### config.mk
export PLATFORM = sky130hd
export DESIGN_NAME = alu_result_bcd
export DESIGN_NICKNAME = d
export VERILOG_FILES = /design/src/rtl/alu_result_bcd_pkg.sv /design/src/rtl/alu_result_bcd_add3.sv /design/src/rtl/alu_result_bcd.sv
export SDC_FILE = /design/constraint.sdc
export NUM_CORES = 1
export LEC_CHECK = 0
export BUFFER_PORTS_ARGS = -buffer_cell sky130_fd_sc_hd__buf_2
export CAP_MARGIN = 20
export CORE_ASPECT_RATIO = 2
export CORE_UTILIZATION = 30
export CTS_CLUSTER_DIAMETER = 80
export CTS_CLUSTER_SIZE = 24
export DETAILED_ROUTE_END_ITERATION = 16
export PLACE_DENSITY_LB_ADDON = 0.12
export SLEW_MARGIN = 20
export SYNTH_ARGS = -nofsm -noshare
export SYNTH_HDL_FRONTEND = slang
export SYNTH_HIERARCHICAL = 1
export SYNTH_SLANG_ARGS = --single-unit
### constraint.sdc
create_clock -name clk -period 1.7 [get_ports clk]
set_input_delay 0.085 -clock clk [delete_from_list [all_inputs] [get_ports clk]]
set_output_delay 0.085 -clock clk [all_outputs]
set_load 0.01 [all_outputs]
### src/rtl/alu_result_bcd_pkg.sv
// Shared definitions for the ALU result to BCD conversion stage:
// FSM state encodings, default widths and the BCD digit width.
package alu_result_bcd_pkg;

  // Default ALU result width and number of BCD digits produced.
  localparam int DATA_W_DEF = 8;
  localparam int NDIG_DEF   = 3;

  // Width of one BCD digit.
  localparam int DIG_W      = 4;

  // Converter FSM encodings; 2'b11 is unused and recovers to idle.
  typedef enum logic [1:0] {
    S_IDLE  = 2'b00,
    S_SHIFT = 2'b01,
    S_DONE  = 2'b10
  } state_e;

endpackage : alu_result_bcd_pkg

### src/rtl/alu_result_bcd_add3.sv
// Single-digit double-dabble correction: a digit of 5 or more gets +3
// so that the following left shift carries correctly into the next digit.
module bcd_add3
  import alu_result_bcd_pkg::*;
(
  input  logic [DIG_W-1:0] d_i,
  output logic [DIG_W-1:0] d_o
);

  // Pure combinational correction, no state.
  always_comb begin
    d_o = d_i;
    if (d_i >= DIG_W'(5)) begin
      d_o = d_i + DIG_W'(3);
    end
  end

endmodule : bcd_add3

### src/rtl/alu_result_bcd.sv
// ALU result to BCD converter. Accepts one DATA_W-bit result with its
// overflow flag, runs a DATA_W-cycle shift-add-3 conversion and holds the
// NDIG BCD digits until the consumer takes them.
// Optional feature: define SIGNED_DISPLAY_EN to treat in_data as two's
// complement, converting its magnitude and reporting the sign on sign_out.
// NDIG must be large enough that 10**NDIG > 2**DATA_W - 1.
module alu_result_bcd
  import alu_result_bcd_pkg::*;
#(
  parameter int DATA_W = DATA_W_DEF,
  parameter int NDIG   = NDIG_DEF
) (
  input  logic                  clk,
  input  logic                  rst,
  input  logic                  on,
  input  logic                  in_valid,
  output logic                  in_ready,
  input  logic [DATA_W-1:0]     in_data,
  input  logic                  in_ovf,
  output logic                  out_valid,
  input  logic                  out_ready,
  output logic [DIG_W*NDIG-1:0] bcd,
  output logic                  ovf_out,
  output logic                  sign_out,
  output logic [1:0]            state
);

  localparam int BCD_W  = DIG_W * NDIG;
  localparam int WORK_W = BCD_W + DATA_W;
  localparam int CNT_W  = $clog2(DATA_W);

  localparam logic [CNT_W-1:0] CNT_LAST = CNT_W'(DATA_W - 1);

  state_e              state_q;
  logic [WORK_W-1:0]   work_q;
  logic [CNT_W-1:0]    cnt_q;
  logic [BCD_W-1:0]    bcd_q;
  logic                ovf_q;
  logic                ovf_pend_q;
  logic                out_valid_q;

  logic [DATA_W-1:0]   mag_d;
  logic [WORK_W-1:0]   work_adj;
  logic [WORK_W-1:0]   work_d;
  logic                accept;

  assign in_ready = (state_q == S_IDLE) && on;
  assign accept   = in_valid && in_ready;

`ifdef SIGNED_DISPLAY_EN
  logic sign_q;
  logic sign_pend_q;
  logic sign_d;

  // Two's complement magnitude; the most negative value maps to 2**(DATA_W-1).
  always_comb begin
    sign_d = in_data[DATA_W-1];
    mag_d  = in_data;
    if (sign_d) begin
      mag_d = ~in_data + DATA_W'(1);
    end
  end

  // Sign is captured with the operand and published together with the digits.
  always_ff @(posedge clk) begin
    if (rst) begin
      sign_q      <= 1'b0;
      sign_pend_q <= 1'b0;
    end else begin
      if (accept) begin
        sign_pend_q <= sign_d;
      end
      if ((state_q == S_SHIFT) && (cnt_q == CNT_LAST)) begin
        sign_q <= sign_pend_q;
      end
    end
  end

  assign sign_out = sign_q;
`else
  assign mag_d    = in_data;
  assign sign_out = 1'b0;
`endif

  // The binary bits below the BCD field pass through untouched.
  assign work_adj[DATA_W-1:0] = work_q[DATA_W-1:0];

  // One correction unit per BCD digit of the work register.
  generate
    for (genvar gi = 0; gi < NDIG; gi++) begin : g_digit
      bcd_add3 u_add3 (
        .d_i (work_q  [DATA_W + gi*DIG_W +: DIG_W]),
        .d_o (work_adj[DATA_W + gi*DIG_W +: DIG_W])
      );
    end
  endgenerate

  // Correct then shift; the bit shifted out of the top digit is always zero.
  assign work_d = work_adj << 1;

  // Converter FSM with registered digit, flag and valid outputs.
  always_ff @(posedge clk) begin
    if (rst) begin
      state_q     <= S_IDLE;
      work_q      <= '0;
      cnt_q       <= '0;
      bcd_q       <= '0;
      ovf_q       <= 1'b0;
      ovf_pend_q  <= 1'b0;
      out_valid_q <= 1'b0;
    end else begin
      case (state_q)
        S_IDLE: begin
          if (accept) begin
            work_q     <= {{BCD_W{1'b0}}, mag_d};
            cnt_q      <= '0;
            ovf_pend_q <= in_ovf;
            state_q    <= S_SHIFT;
          end
        end
        S_SHIFT: begin
          work_q <= work_d;
          cnt_q  <= cnt_q + CNT_W'(1);
          if (cnt_q == CNT_LAST) begin
            cnt_q       <= '0;
            bcd_q       <= work_d[WORK_W-1 -: BCD_W];
            ovf_q       <= ovf_pend_q;
            out_valid_q <= 1'b1;
            state_q     <= S_DONE;
          end
        end
        S_DONE: begin
          if (out_ready) begin
            out_valid_q <= 1'b0;
            state_q     <= S_IDLE;
          end
        end
        default: begin
          out_valid_q <= 1'b0;
          state_q     <= S_IDLE;
        end
      endcase
    end
  end

  assign out_valid = out_valid_q;
  assign bcd       = bcd_q;
  assign ovf_out   = ovf_q;
  assign state     = state_q;

endmodule : alu_result_bcd

==> summary.txt, run 1 <==
Detailed routing
  • Overall via count from detail_route: 1,461
  • Number of detailed-route iterations in the first pass: 10
  • Number of vias per cell after detailed routing: 5.00
  • Wire length per cell: 14.0 µm
  • Starting DRT DRC Count: 39
  • Final wirelength: 4.08 mm
  • Number of nets with antenna violations after detailed routing: 0
  • Number of DRC violations after detailed routing: 5

Timing
  • Worst Slack Setup Final: 224 ps
  • Peak Freq: 678 MHz
  • Minimum clock period after layout: 1480 ps
  • Share of the clock period used by the worst path after layout: 86.8%
  • Worst-case clock skew: 3.50 ps
  • Final setup vio count: 0
  • RSZ-0062 raised after global routing: false
  • Fin Setup TNS: 0 ps
  • Least-Margin Pin Slew: 679 ps
  • Number of pins with negative max-slew slack in the final report: 0
  • Number of endpoints with negative hold slack in the final report: 0
  • Worst max-slew margin expressed relative to the limit: 54.7%

Die
  • Width of the die: 57.9 µm
  • IO Pins: 32
  • Number of placement rows: 40
  • Placeable core region: 0.00601 mm²
  • Die Y-Extent: 114 µm
  • Total die area: 0.00658 mm²
  • Effective utilization at floorplan: 31.2%

Setup path
  • Reg-to-reg slack, setup: 220 ps
  • Reg-to-reg startpoint: work_q[9]
  • Capturing element type of the critical path: register
  • Crit path kind: register to register
  • CP max FO: 3
  • R2R depth: 7
  • Critical path required time: 1910 ps
  • Arrival time reported for the critical path endpoint: 1690 ps
  • R2R Path End: bcd[2]
  • Startpoint type of the worst setup path: register

Worst hold path
  • Hold_sp: in_ovf
  • Instance count along the most critical hold path: 3
  • Path class of the lowest-slack min-delay path: primary input to register
  • Endpoint with the worst hold slack: ovf_pend_q

Placed design
  • Total placed instance area: 0.00205 mm²
  • Final RePlAce weighted congestion: 0.768
  • Number of I/O port buffers: 30
  • Worst Setup Slack post-DPL: 201 ps
  • Placed wire-length estimate after detailed placement: 2.90 mm
  • Cell Count Post-Placement: 284

Cells and area
  • Layout overhead on the synthesized area: 17.5%
  • Number of antenna diodes: 0
  • Post-Layout Cell Count: 292
  • Area of all placed cells without fillers: 0.00220 mm²
  • Fraction of layout cells with a size suffix above 1: 26.6%
  • Post-layout net count: 250

Power and ir drop
  • Peak ir drop on the vdd network: 654 µV
  • LEAKAGE: 0.000952 µW
  • Areal power density over the cells: 956 mW/mm²

Global routing
  • Number of antenna violations at the first check in global routing: 0
  • GRT Total Usage: 13.8%
  • Global-route wire length before repair: 6.86 mm
  • Total grt overflow: 0
  • Number of global-route vias before repair: 1,457
  • Maximum number of pins on one net before global-route repair: 20

Clock tree
  • Inserted Clock Buffers: 5
  • Maximum level of the CTS H-tree: 2
  • Clock tree sinks: 40
  • CTS Hold Buffers Added: 0
  • Max Buffers Root-to-Sink: 2
  • Cts repair resizes: 0
  • Clk_lat worst skew: 280 ps
  • Post-CTS repair timing setup buffer count: 0
  • Cell at the root of the clock tree: sky130_fd_sc_hd__clkbuf_16
  • TritonCTS clock tree: built
  • Clock slew seen by the registers of the worst setup and hold paths: 50 ps

Synthesis
  • Synth Cell Area: 0.00187 mm²
  • Yosys warns: 6
  • Mean post-synth cell area: 9.45 µm²
  • Synthesized netlist cell count: 198
  • Syn_nets: 220

Outcome
  • Failing checks: design-rule violations
  • Outcome: finished, violations left

Flow run
  • Max-capacitance violation count: 0
worst max-delay path, stage by stage (launching register included):
cell and delay [ps]:
sky130_fd_sc_hd__dfxtp_1 340, sky130_fd_sc_hd__inv_1 80, sky130_fd_sc_hd__ha_1 180, sky130_fd_sc_hd__nand2b_1 160, sky130_fd_sc_hd__a21oi_2 200, sky130_fd_sc_hd__mux2i_1 260, sky130_fd_sc_hd__nand2_1 70, sky130_fd_sc_hd__a21oi_1 120
placed cells by master (no fill, tap or decap), drive strengths merged, types with 2 or more instances in the layout:
cell type   n
nand2b      6
dfxtp      40
o21ba       2
clkbuf      7
mux2i      12
o21ai       4
nand2      37
a22o       14
a21oi      26
inv         7
ha          8
buf        36
xnor2       3
nor2        9
a211oi      9
stage by stage:
stage | power [µW] | utilization, % | hold slack (ps)
after floorplan | 1130 | - | 232
after global placement | 1170 | 34.1 | 325
after detailed placement | 1170 | 34.1 | 341
after CTS | 2140 | 36.6 | 46.6
after global routing | 2190 | 36.6 | 91.5
final | 2100 | 36.6 | 43.5
worst max-delay path by stage:
stage | start | end | slack, ps | depth (start not counted)
4_1_cts | work_q[9] | bcd[2] | 190 | 7
2_1_floorplan | cnt_q[0] | state[1] | 220 | 7
3_3_place_gp | work_q[9] | bcd[2] | 210 | 7
3_5_place_dp | work_q[9] | bcd[2] | 200 | 7
5_1_grt | work_q[9] | bcd[2] | 60 | 7
6_report | work_q[9] | bcd[2] | 220 | 7
sequential cells by signal (all words and copies together), names as in the netlist:
| name | flops |
|---|---|
| ovf_pend_q | 1 |
| state | 2 |
| ovf_out | 1 |
| bcd | 12 |
| out_valid | 1 |
| work_q | 20 |
| cnt_q | 3 |
power breakdown:
part | leakage, µW | internal, µW | switching, µW
combinational | 0.000558 | 74.7 | 95.1
clock | 0.0000701 | 584 | 372
sequential | 0.000324 | 962 | 14.6
total | 0.000952 | 1620 | 481
metal layers:
metal | wire length, µm | GRT usage (%) | share of wire (%)
met2 | 2270 | 24.8 | 56
met4 | 88 | 6.67 | 2.2
met3 | 141 | 2.49 | 3.5
met1 | 1580 | 15.1 | 39
met5 | 0 | 0 | 0
layout make-up:
type / count / area [µm²]
well taps: 63 / 78.8
fillers: 657 / 3810
clock inverters: 1 / 7.51
flip-flops and latches: 40 / 801
inverters: 7 / 26.3
clock buffers: 7 / 143
multi-input cells: 138 / 948
repair buffers: 36 / 195
No activity file was read; power rests on OpenSTA's default activity.
==> run 2: changes to the inputs <==
--- a/config.mk
+++ b/config.mk
@@ -8,6 +8,7 @@
 export BUFFER_PORTS_ARGS = -buffer_cell sky130_fd_sc_hd__buf_2
 export CAP_MARGIN = 20
 export CORE_ASPECT_RATIO = 2
+export CORE_MARGIN = 10
 export CORE_UTILIZATION = 30
 export CTS_CLUSTER_DIAMETER = 80
 export CTS_CLUSTER_SIZE = 24
==> summary.txt, run 2 (same netlist as run 1, synthesis figures left out) <==
Clock tree
  • Maximum level of the CTS H-tree: 2 (unchanged)
  • Cell at the root of the clock tree: sky130_fd_sc_hd__clkbuf_16 (unchanged)
  • Cts repair resizes: 0 (unchanged)
  • Post-CTS repair timing setup buffer count: 0 (unchanged)
  • Clk_lat worst skew: 290 ps (was 280 ps)
  • CTS Hold Buffers Added: 0 (unchanged)
  • Max Buffers Root-to-Sink: 2 (unchanged)
  • Inserted Clock Buffers: 5 (unchanged)
  • TritonCTS clock tree: built (unchanged)
  • Clock tree sinks: 40 (unchanged)
  • Clock slew seen by the registers of the worst setup and hold paths: 60 ps (was 50 ps)

Global routing
  • GRT Total Usage: 9.96% (was 13.8%)
  • GR Util met3: 3.09% (was 2.49%)
  • Maximum number of pins on one net before global-route repair: 27 (was 20)
  • Met2 global-route usage: 17.3% (was 24.8%)
  • Global Route met1 Usage: 9.98% (was 15.1%)
  • Peak-usage layer in the global routing report: met2 (unchanged)
  • Total grt overflow: 0 (unchanged)
  • Number of global-route vias before repair: 1,546 (was 1,457)
  • Number of antenna violations at the first check in global routing: 0 (unchanged)
  • Global-route wire length before repair: 7.61 mm (was 6.86 mm)

Setup path
  • Arrival time reported for the critical path endpoint: 1700 ps (was 1690 ps)
  • CP max FO: 3 (unchanged)
  • Cell-by-cell trace of the critical path: inv_1 > ha_1 > nand2b_1 > a21oi_2 > mux2i_1 > nand2_1 > a21oi_1 (unchanged)
  • Largest stage delay, worst path: 350 ps (was 340 ps)
  • R2R depth: 7 (unchanged)
  • R2R Path End: bcd[2] (unchanged)
  • Crit path kind: register to register (unchanged)
  • Reg-to-reg startpoint: work_q[9] (unchanged)
  • Critical path required time: 1920 ps (was 1910 ps)
  • Startpoint type of the worst setup path: register (unchanged)
  • Slowest cell on crit path: sky130_fd_sc_hd__dfxtp_1 (unchanged)
  • CP top delay family: flip-flops (unchanged)
  • Capturing element type of the critical path: register (unchanged)
  • Buffer and inverter count on the worst path: 1 (unchanged)
  • Reg-to-reg slack, setup: 210 ps (was 220 ps)

Timing
  • Fin Setup TNS: 0 ps (unchanged)
  • Share of the clock period used by the worst path after layout: 87.4% (was 86.8%)
  • Minimum clock period after layout: 1490 ps (was 1480 ps)
  • RSZ-0062 raised after global routing: false (unchanged)
  • Number of pins with negative max-slew slack in the final report: 0 (unchanged)
  • Peak Freq: 673 MHz (was 678 MHz)
  • Worst Slack Setup Final: 214 ps (was 224 ps)
  • Worst-case clock skew: 5.91 ps (was 3.50 ps)
  • Hold slack: 46.7 ps (was 43.5 ps)
  • Number of endpoints with negative hold slack in the final report: 0 (unchanged)
  • Final setup vio count: 0 (unchanged)

Cells and area
  • Number of flip-flops under the largest register name: 20 (unchanged)
  • Post-layout net count: 252 (was 250)
  • Highest-count cells in the layout ignoring fill and taps: sky130_fd_sc_hd__dfxtp_1, sky130_fd_sc_hd__nand2_1, sky130_fd_sc_hd__buf_2 (unchanged)
  • Layout overhead on the synthesized area: 20.3% (was 17.5%)
  • Fraction of layout cells with a size suffix above 1: 27.7% (was 26.6%)
  • Most common cell after layout, fill and taps aside: sky130_fd_sc_hd__dfxtp_1 (unchanged)
  • Top reg by flops: work_q (unchanged)
  • Number of antenna diodes: 0 (unchanged)
  • Utilization after layout: 37.2% (was 36.6%)
  • Area of all placed cells without fillers: 0.00225 mm² (was 0.00220 mm²)

Worst hold path
  • Hold_sp: in_ovf (unchanged)
  • Endpoint with the worst hold slack: ovf_pend_q (unchanged)
  • Path class of the lowest-slack min-delay path: primary input to register (unchanged)
  • Instance count along the most critical hold path: 3 (unchanged)

Detailed routing
  • Starting DRT DRC Count: 87 (was 39)
  • Number of detailed-route iterations in the first pass: 4 (was 10)
  • Number of DRC violations after detailed routing: 0 (was 5)
  • Final wirelength: 4.50 mm (was 4.08 mm)
  • Number of vias per cell after detailed routing: 4.61 (was 5.00)
  • Number of nets with antenna violations after detailed routing: 0 (unchanged)
  • Overall via count from detail_route: 1,453 (was 1,461)
  • Wire length per cell: 14.3 µm (was 14.0 µm)

Placed design
  • Placed wire-length estimate after detailed placement: 3.24 mm (was 2.90 mm)
  • Number of I/O port buffers: 30 (unchanged)
  • Worst Setup Slack post-DPL: 220 ps (was 201 ps)
  • Final RePlAce weighted congestion: 0.743 (was 0.768)
  • Total placed instance area: 0.00210 mm² (was 0.00205 mm²)

Die
  • Width of the die: 75.9 µm (was 57.9 µm)
  • Die Y-Extent: 132 µm (was 114 µm)
  • Number of placement rows: 40 (unchanged)
  • Effective utilization at floorplan: 30.9% (was 31.2%)
  • IO Pins: 32 (unchanged)
  • Placeable core region: 0.00606 mm² (was 0.00601 mm²)
  • Total die area: 0.00999 mm² (was 0.00658 mm²)

Flow run
  • Max-capacitance violation count: 0 (unchanged)

Outcome
  • Outcome: completed (was finished, violations left)

Power and ir drop
  • Peak ir drop on the vdd network: 463 µV (was 654 µV)
  • LEAKAGE: 0.000971 µW (was 0.000952 µW)
  • Areal power density over the cells: 937 mW/mm² (was 956 mW/mm²)
## run 2: cell types whose count changed in the layout (fill, tap and decap cells not counted)
cell                         delta
sky130_fd_sc_hd__buf_4          +1
sky130_fd_sc_hd__clkinv_2       +2
sky130_fd_sc_hd__clkinvlp_4     -1
sky130_fd_sc_hd__clkbuf_1       -1
sky130_fd_sc_hd__buf_12         +1
## run 2: worst max path at each step
stage,to,startpoint,slack [ps],cells past startpoint
floorplan,state[1],cnt_q[0],220,7
global placement,bcd[2],work_q[9],230,7
detailed placement,ovf_out,cnt_q[0],220,5
CTS,bcd[2],work_q[9],200,7
global route,bcd[2],work_q[9],0.1,7
finish,bcd[2],work_q[9],210,7
## run 2: power by group
| group | switching (µW) | total, µW | internal [µW] |
|---|---|---|---|
| combinational | 93.7 | 172 | 78.7 |
| sequential | 18.1 | 980 | 961 |
| clock | 379 | 958 | 579 |
| total | 491 | 2110 | 1620 |
## run 2: stage by stage
step	cells	power (µW)
finish	315	2110
global route	315	2200
CTS	315	2150
detailed placement	307	1180
global placement	307	1180
floorplan	198	1130
## run 2: worst register-to-register path: stages (launching register included)
cell                       delay, ps
sky130_fd_sc_hd__dfxtp_1         350
sky130_fd_sc_hd__inv_1            80
sky130_fd_sc_hd__ha_1            170
sky130_fd_sc_hd__nand2b_1        160
sky130_fd_sc_hd__a21oi_2         200
sky130_fd_sc_hd__mux2i_1         270
sky130_fd_sc_hd__nand2_1          70
sky130_fd_sc_hd__a21oi_1         110
## run 2: area by class of cell
cell class,count,area [µm²]
clock inverters,2,10.0
inverters,7,26.3
flip-flops and latches,40,801
multi-input cells,138,948
repair buffers,38,223
clock buffers,6,139
well taps,84,105
fillers,645,3800
## run 2: routing by layer
| layer | up-vias | part of all wire, % |
|---|---|---|
| met5 | - | 0 |
| met1 | 673 | 38 |
| li1 | 746 | - |
| met2 | 27 | 55 |
| met4 | 0 | 2.2 |
| met3 | 7 | 4.8 |
